<file path="src/rtl/lc2k_pkg.sv">
// Shared LC2K definitions: opcodes, FSM states, instruction field positions
// and the offset sign-extension helper.
package lc2k_pkg;

   typedef enum logic [2:0] {
      ADD  = 3'd0,
      NOR  = 3'd1,
      LW   = 3'd2,
      SW   = 3'd3,
      BEQ  = 3'd4,
      JALR = 3'd5,
      HALT = 3'd6,
      NOOP = 3'd7
   } opcode_e;

   typedef enum logic [2:0] {
      S_FETCH,
      S_DECODE,
      S_EXEC,
      S_MEM,
      S_WB,
      S_HALTED
   } state_e;

   // Only bits [24:0] of an instruction word carry meaning.
   localparam int IR_W   = 25;
   localparam int OPC_LO = 22;
   localparam int RA_LO  = 19;
   localparam int RB_LO  = 16;
   localparam int DST_LO = 0;
   localparam int OFF_W  = 16;

   function automatic logic [63:0] sext16(input logic [OFF_W-1:0] v);
      return {{(64-OFF_W){v[OFF_W-1]}}, v};
   endfunction

endpackage

</file>
<file path="src/rtl/lc2k_regfile.sv">
// Eight-entry register file: two async read ports, a debug read port and
// one synchronous write port; entry 0 optionally hard-wired to zero.
module lc2k_regfile #(
   parameter int DATA_W  = 32,
   parameter int R0_ZERO = 1
) (
   input  logic              clk,
   input  logic              reset_n,
   input  logic [2:0]        ra_i,
   input  logic [2:0]        rb_i,
   input  logic [2:0]        dbg_sel_i,
   output logic [DATA_W-1:0] ra_data_o,
   output logic [DATA_W-1:0] rb_data_o,
   output logic [DATA_W-1:0] dbg_data_o,
   input  logic              we_i,
   input  logic [2:0]        waddr_i,
   input  logic [DATA_W-1:0] wdata_i
);

   logic [7:0][DATA_W-1:0] regs_q;
   logic                   wr_blocked;

   assign wr_blocked = (R0_ZERO != 0) && (waddr_i == 3'd0);

   always_ff @(posedge clk or negedge reset_n) begin
      if (!reset_n) begin
         regs_q <= '0;
      end else if (we_i && !wr_blocked) begin
         regs_q[waddr_i] <= wdata_i;
      end
   end

   assign ra_data_o  = ((R0_ZERO != 0) && ra_i == 3'd0)      ? '0 : regs_q[ra_i];
   assign rb_data_o  = ((R0_ZERO != 0) && rb_i == 3'd0)      ? '0 : regs_q[rb_i];
   assign dbg_data_o = ((R0_ZERO != 0) && dbg_sel_i == 3'd0) ? '0 : regs_q[dbg_sel_i];

endmodule

</file>
<file path="src/rtl/lc2k_multicycle_core.sv">
// Multi-cycle LC2K core over one req/ready memory port; FSM, PC, datapath
// latches and the saturating retire counter live here.
module lc2k_multicycle_core
   import lc2k_pkg::*;
#(
   parameter int          DATA_W   = 32,
   parameter int          ADDR_W   = 16,
   parameter int unsigned RESET_PC = 0,
   parameter int          R0_ZERO  = 1,
   parameter int          COUNT_W  = 32
) (
   input  logic               clk,
   input  logic               reset_n,
   output logic               mem_req,
   output logic               mem_we,
   output logic [ADDR_W-1:0]  mem_addr,
   output logic [DATA_W-1:0]  mem_wdata,
   input  logic               mem_ready,
   input  logic [DATA_W-1:0]  mem_rdata,
   output logic               halted,
   output logic [ADDR_W-1:0]  pc_out,
   output logic [COUNT_W-1:0] instr_count,
   input  logic [2:0]         dbg_sel,
   output logic [DATA_W-1:0]  dbg_data
);

   state_e              state_q, state_d;
   logic [ADDR_W-1:0]   pc_q, pc_d;
   logic [IR_W-1:0]     ir_q, ir_d;
   logic [DATA_W-1:0]   a_q, a_d, b_q, b_d, off_q, off_d;
   logic [DATA_W-1:0]   alu_q, alu_d, mdr_q, mdr_d;
   logic [COUNT_W-1:0]  cnt_q, cnt_d;

   opcode_e             op;
   logic [2:0]          ra, rb, dst;
   logic [DATA_W-1:0]   ra_data, rb_data;
   logic [ADDR_W-1:0]   pc_inc;
   logic                req, retire;
   logic                rf_we;
   logic [2:0]          rf_waddr;
   logic [DATA_W-1:0]   rf_wdata;

   assign op     = opcode_e'(ir_q[OPC_LO +: 3]);
   assign ra     = ir_q[RA_LO +: 3];
   assign rb     = ir_q[RB_LO +: 3];
   assign dst    = ir_q[DST_LO +: 3];
   assign pc_inc = pc_q + ADDR_W'(1);

   lc2k_regfile #(
      .DATA_W  (DATA_W),
      .R0_ZERO (R0_ZERO)
   ) u_rf (
      .clk        (clk),
      .reset_n    (reset_n),
      .ra_i       (ra),
      .rb_i       (rb),
      .dbg_sel_i  (dbg_sel),
      .ra_data_o  (ra_data),
      .rb_data_o  (rb_data),
      .dbg_data_o (dbg_data),
      .we_i       (rf_we),
      .waddr_i    (rf_waddr),
      .wdata_i    (rf_wdata)
   );

   always_ff @(posedge clk or negedge reset_n) begin
      if (!reset_n) begin
         state_q <= S_FETCH;
         pc_q    <= ADDR_W'(RESET_PC);
         ir_q    <= '0;
         a_q     <= '0;
         b_q     <= '0;
         off_q   <= '0;
         alu_q   <= '0;
         mdr_q   <= '0;
         cnt_q   <= '0;
      end else begin
         state_q <= state_d;
         pc_q    <= pc_d;
         ir_q    <= ir_d;
         a_q     <= a_d;
         b_q     <= b_d;
         off_q   <= off_d;
         alu_q   <= alu_d;
         mdr_q   <= mdr_d;
         cnt_q   <= cnt_d;
      end
   end

   always_comb begin
      state_d   = state_q;
      pc_d      = pc_q;
      ir_d      = ir_q;
      a_d       = a_q;
      b_d       = b_q;
      off_d     = off_q;
      alu_d     = alu_q;
      mdr_d     = mdr_q;
      req       = 1'b0;
      mem_we    = 1'b0;
      mem_addr  = pc_q;
      mem_wdata = b_q;
      rf_we     = 1'b0;
      rf_waddr  = dst;
      rf_wdata  = alu_q;
      retire    = 1'b0;

      case (state_q)
         S_FETCH: begin
            req = 1'b1;
            if (mem_ready) begin
               ir_d    = IR_W'(mem_rdata);
               state_d = S_DECODE;
            end
         end
         S_DECODE: begin
            a_d     = ra_data;
            b_d     = rb_data;
            off_d   = DATA_W'(sext16(ir_q[OFF_W-1:0]));
            state_d = S_EXEC;
         end
         S_EXEC: begin
            case (op)
               ADD: begin
                  alu_d   = a_q + b_q;
                  state_d = S_WB;
               end
               NOR: begin
                  alu_d   = ~(a_q | b_q);
                  state_d = S_WB;
               end
               LW, SW: begin
                  alu_d   = a_q + off_q;
                  state_d = S_MEM;
               end
               BEQ: begin
                  pc_d    = (a_q == b_q) ? pc_inc + ADDR_W'(off_q) : pc_inc;
                  retire  = 1'b1;
                  state_d = S_FETCH;
               end
               JALR: state_d = S_WB;
               HALT: begin
                  pc_d    = pc_inc;
                  retire  = 1'b1;
                  state_d = S_HALTED;
               end
               default: begin
                  pc_d    = pc_inc;
                  retire  = 1'b1;
                  state_d = S_FETCH;
               end
            endcase
         end
         S_MEM: begin
            // Address/data come from latches, so they hold across wait states.
            req      = 1'b1;
            mem_addr = ADDR_W'(alu_q);
            mem_we   = (op == SW);
            if (mem_ready) begin
               if (op == SW) begin
                  pc_d    = pc_inc;
                  retire  = 1'b1;
                  state_d = S_FETCH;
               end else begin
                  mdr_d   = mem_rdata;
                  state_d = S_WB;
               end
            end
         end
         S_WB: begin
            retire  = 1'b1;
            state_d = S_FETCH;
            pc_d    = pc_inc;
            case (op)
               ADD, NOR: rf_we = 1'b1;
               LW: begin
                  rf_we    = 1'b1;
                  rf_waddr = rb;
                  rf_wdata = mdr_q;
               end
               JALR: begin
                  // Target uses A latched in DECODE, i.e. before this write.
                  rf_we    = 1'b1;
                  rf_waddr = rb;
                  rf_wdata = DATA_W'(pc_inc);
                  pc_d     = ADDR_W'(a_q);
               end
               default: ;
            endcase
         end
         default: ;
      endcase

      cnt_d = (retire && !(&cnt_q)) ? cnt_q + COUNT_W'(1) : cnt_q;
   end

   // Gating with reset_n drops the request asynchronously on reset.
   assign mem_req     = req && reset_n;
   assign halted      = (state_q == S_HALTED);
   assign pc_out      = pc_q;
   assign instr_count = cnt_q;

endmodule
</file>
<file path="config.mk">
export PLATFORM = sky130hd
export DESIGN_NAME = lc2k_multicycle_core
export DESIGN_NICKNAME = d
export VERILOG_FILES = /design/src/rtl/lc2k_pkg.sv /design/src/rtl/lc2k_regfile.sv /design/src/rtl/lc2k_multicycle_core.sv
export SDC_FILE = /design/constraint.sdc
export NUM_CORES = 1
export LEC_CHECK = 0
export CELL_PAD_IN_SITES_DETAIL_PLACEMENT = 1
export CELL_PAD_IN_SITES_GLOBAL_PLACEMENT = 1
export CORE_AREA = 5 5 308 310
export DETAILED_ROUTE_END_ITERATION = 10
export DIE_AREA = 0 0 313 315
export GPL_TIMING_DRIVEN = 0
export PLACE_DENSITY = 0.57
export SLEW_MARGIN = 20
export SYNTH_ARGS = -nofsm -noshare
export SYNTH_HDL_FRONTEND = slang
export SYNTH_HIERARCHICAL = 1
export SYNTH_SLANG_ARGS = --single-unit
export TNS_END_PERCENT = 20
</file>
<file path="constraint.sdc">
create_clock -name clk -period 7.2 [get_ports clk]
set_clock_uncertainty 0.15 [all_clocks]
set_input_delay 1.08 -clock clk [delete_from_list [all_inputs] [get_ports clk]]
set_output_delay 1.08 -clock clk [all_outputs]
set_load 0.005 [all_outputs]
</file>
==> summary.md <==
| Metric | Value |
|---|---|
| Synth Area per Inst | `~11 µm²` |
| Reg power frac | `41.8%` |
| Setup tns final | `0 ns` |
| # setup viols final | `0` |
| Yosys Warn Count | `6` |
| Post-Route WL | `around 120000 µm` |
| Mapped cell area | `~0.027 mm²` |
| CTS Buf Count | `56` |
| Ys async rst share | `between 90% and 100%` |
| Power Density | `approximately 180 mW/mm²` |
| Cells after synthesis | `around 2.5k` |
| WP data required | `~7.6 ns` |
| Setup CP Type | `reg -> reg` |
| Post-route minimum period | `about 5.4 ns` |
| # resized after CTS | `0` |
| EDFF count, synth | `0` |
| Worst Path Buf+Inv | `4` |
| IO Count | `~170` |
| Status | `completed` |
| Drt drc | `0` |
| CP delay by family, top | `compound AO/OA/AOI/OAI gates` |
| Slowest stage delay, CP | `0.54 ns` |
| Largest net degree at the start of global routing | `95` |
| Most common flop cell mapped by yosys | `dfrtp_1` |
| Synth-to-Final Area Change | `19.4%` |
| DR vias/cell | `roughly 5.7` |
| Post-detail-place hpwl | `roughly 87000 µm` |
| Static leakage | `about 15 nW` |
| Total grt overflow | `0` |
| Max-cap viol count | `0` |
| Iteration-0 DRC Markers | `roughly 1.7k` |
| Routed wire per std cell | `slightly below 30 µm` |
| Number of synthesized register bits | `444` |
| Final #Nets | `approximately 2.9k` |
| Number of port buffers | `between 150 and 200` |
| Die height | `315 µm` |
| Critical path arrival | `slightly below 6 ns` |
| CTS clk-pin slew, worst paths | `approximately 0.06 ns` |
| Final period util | `75.2%` |
| Initial antenna violation count | `2` |
| CP max FO | `10` |
| GP Congestion | `0.896` |
| DP Area | `about 0.031 mm²` |
| Comb power frac | `7.2%` |
| Initial Util | `between 20% and 30%` |
| Endpoints failing hold | `0` |
| Total number of vias | `approximately 22k` |
| Die X-Extent | `approximately 310 µm` |
| Sequential area share after synthesis | `about 41%` |
| H-tree Lvls | `2` |
| Fin. max-slew vios | `0` |
| Switch Pwr | `between 1.5 and 2 mW` |
| Root Driver | `clkbuf_16` |
| Crit. End Element | `flip-flop` |
| CORE AREA | `between 0.09 and 0.1 mm²` |
| Slew @ Worst Pin | `about 1.2 ns` |
| CTS tree | `built` |
| Tightest Hold Check Type | `in -> async` |
| Layout cell share with drive strength beyond 1 | `between 10% and 20%` |
| Netlist cell types | `79` |
| Clock Tree Buf Depth | `3` |
| F_max | `between 0.15 and 0.2 GHz` |
| Post-DRT Antenna Nets | `0` |
| Startpoint Class | `flip-flop` |
| Post-route cell area | `roughly 0.033 mm²` |
| Int Pwr | `about 4.5 mW` |
| RSZ-0062 raised after global routing | `false` |
| Worst skew pair latency | `approximately 0.65 ns` |
| CTS Sinks | `approximately 440` |
| Hold-fix buffers, CTS | `0` |
| Total global routing track utilization | `23.0%` |
| Max VDD drop | `around 0.00016 V` |
| Syn Nets | `around 2.6k` |
| Slowest-stage cell, CP | `a211oi_1` |
| First-pass GRT wire length | `around 170000 µm` |
| Number of global-route vias before repair | `around 24k` |
| Drt pass-1 iters | `5` |
| Slew headroom | `roughly a fifth` |
| Setup Buffers After CTS | `0` |
| # rows | `111` |
| Die Area | `0.0986 mm²` |
| CP cell instances | `clkbuf_1, nor2b_1, clkbuf_1, buf_1, nand2_1, o21ai_0, ha_1, inv_1, fa_1, nor2b_1, o31a_1, o21ai_1, a211o_1, a211oi_1, a221o_1, xor2_1, nand2_1, a31oi_1` |
| Clock network fraction of total power | `about 50%` |
| Sw Ratio | `roughly a quarter` |
## synth_stat cells, types with 22 or more instances
cell | count | share of area, %
a221oi_2 | 22 | 1.2
nand2_1 | 239 | 3.3
buf_2 | 36 | 0.66
inv_1 | 80 | 1.1
buf_6 | 26 | 1.1
mux2i_1 | 188 | 6.9
o21ai_0 | 156 | 2.9
mux2_4 | 60 | 3.3
a21oi_1 | 85 | 1.6
ha_1 | 86 | 3.9
mux2_2 | 261 | 11
clkbuf_1 | 94 | 1.3
dfrtp_1 | 444 | 41
a221oi_1 | 164 | 5.3
mux2_1 | 77 | 3.2
xnor2_1 | 53 | 1.7
nor2_1 | 68 | 0.94
nand3_1 | 38 | 0.70
xor2_1 | 31 | 1.0
## cells by family (layout without fill, tap and decap cells)
family	Yosys count	count (layout)	share of synthesized area (%)
adders and majority gates	88	88	4.09
buffers and inverters	266	543	4.80
xor gates and xnor gates	84	84	2.70
and+or+nand+nor	473	473	8.32
AOI/OAI and AO/OA	569	569	15.2
muxes	586	586	24.2
DFF	444	444	40.7
other	0	1	0
## power groups by stage
stage	sequential, mW	combinational, mW	clock, mW
floorplan	2.55	0.185	0
global placement	2.56	0.419	0
detailed placement	2.55	0.431	0
CTS	2.51	0.433	3.13
global route	2.51	0.453	3.22
finish	2.51	0.434	3.05
## placed cells by master (no fill, tap or decap), types with 68 or more instances in the layout
cell / Yosys / layout
nor2_1: 68 / 68
nand2_1: 239 / 239
clkdlybuf4s50_1: 0 / 164
mux2i_1: 188 / 188
ha_1: 86 / 86
mux2_2: 261 / 261
o21ai_0: 156 / 152
clkbuf_1: 94 / 100
dfrtp_1: 444 / 444
mux2_1: 77 / 77
a21oi_1: 85 / 84
a221oi_1: 164 / 164
inv_1: 80 / 80
## area by class of cell
type	instances	area [µm²]
diodes	1	2.50
well taps	1186	1480
plain buffers	186	1010
inverters	80	300
multi-input cells	1800	14900
clock inverters	29	375
fillers	10063	58800
clock buffers	75	1600
repair buffers	173	1820
flip-flops and latches	444	11100
## flip-flops by register name, indices dropped and copies added, names as in the netlist
name and cells:
u_rf/regs_q 224, a_q 32, alu_q 32, instr_count 32
mdr_q 32, mem_wdata 32, ir_q 25, off_q 16
pc_out 16, state_q 3
## layer usage
metal  vias to the layer above  wire length (µm)  track usage (%)
met5                         -                 0                0
met4                         0              4340             7.72
met3                       238              6870             3.90
met2                       779             53900             37.5
met1                     11676             51400             31.0
li1                       9803                 -                -
## per-stage QoR
| stage | util, % | setup slack, ns | power [mW] | instances | hold slack (ns) |
|---|---|---|---|---|---|
| floorplan | - | 3.31 | 2.74 | 2510 | 0.300 |
| global placement | 33.3 | -15.75 | 2.98 | 3861 | 0.325 |
| detailed placement | 33.5 | 1.91 | 2.99 | 3869 | 0.328 |
| CTS | 35.6 | 1.85 | 6.07 | 3973 | 0.245 |
| global route | 35.6 | 1.55 | 6.18 | 3973 | 0.284 |
| finish | 35.6 | 1.78 | 6.00 | 3974 | 0.262 |
## final timing paths
kind | startpoint | end | slack, ns | cells after the start
worst max-delay path | ir_q[23] | alu_q[30] | 1.78 | 18
worst min-delay path | reset_n | u_rf/regs_q[248] | 0.26 | 1
worst max register to register | ir_q[23] | alu_q[30] | 1.78 | 18
worst min register to register | instr_count[30] | instr_count[30] | 0.34 | 1
max in group asynchronous | reset_n | off_q[7] | 5.19 | 3
min in group clk | instr_count[30] | instr_count[30] | 0.34 | 1
Power figures use the tool's default switching activity.
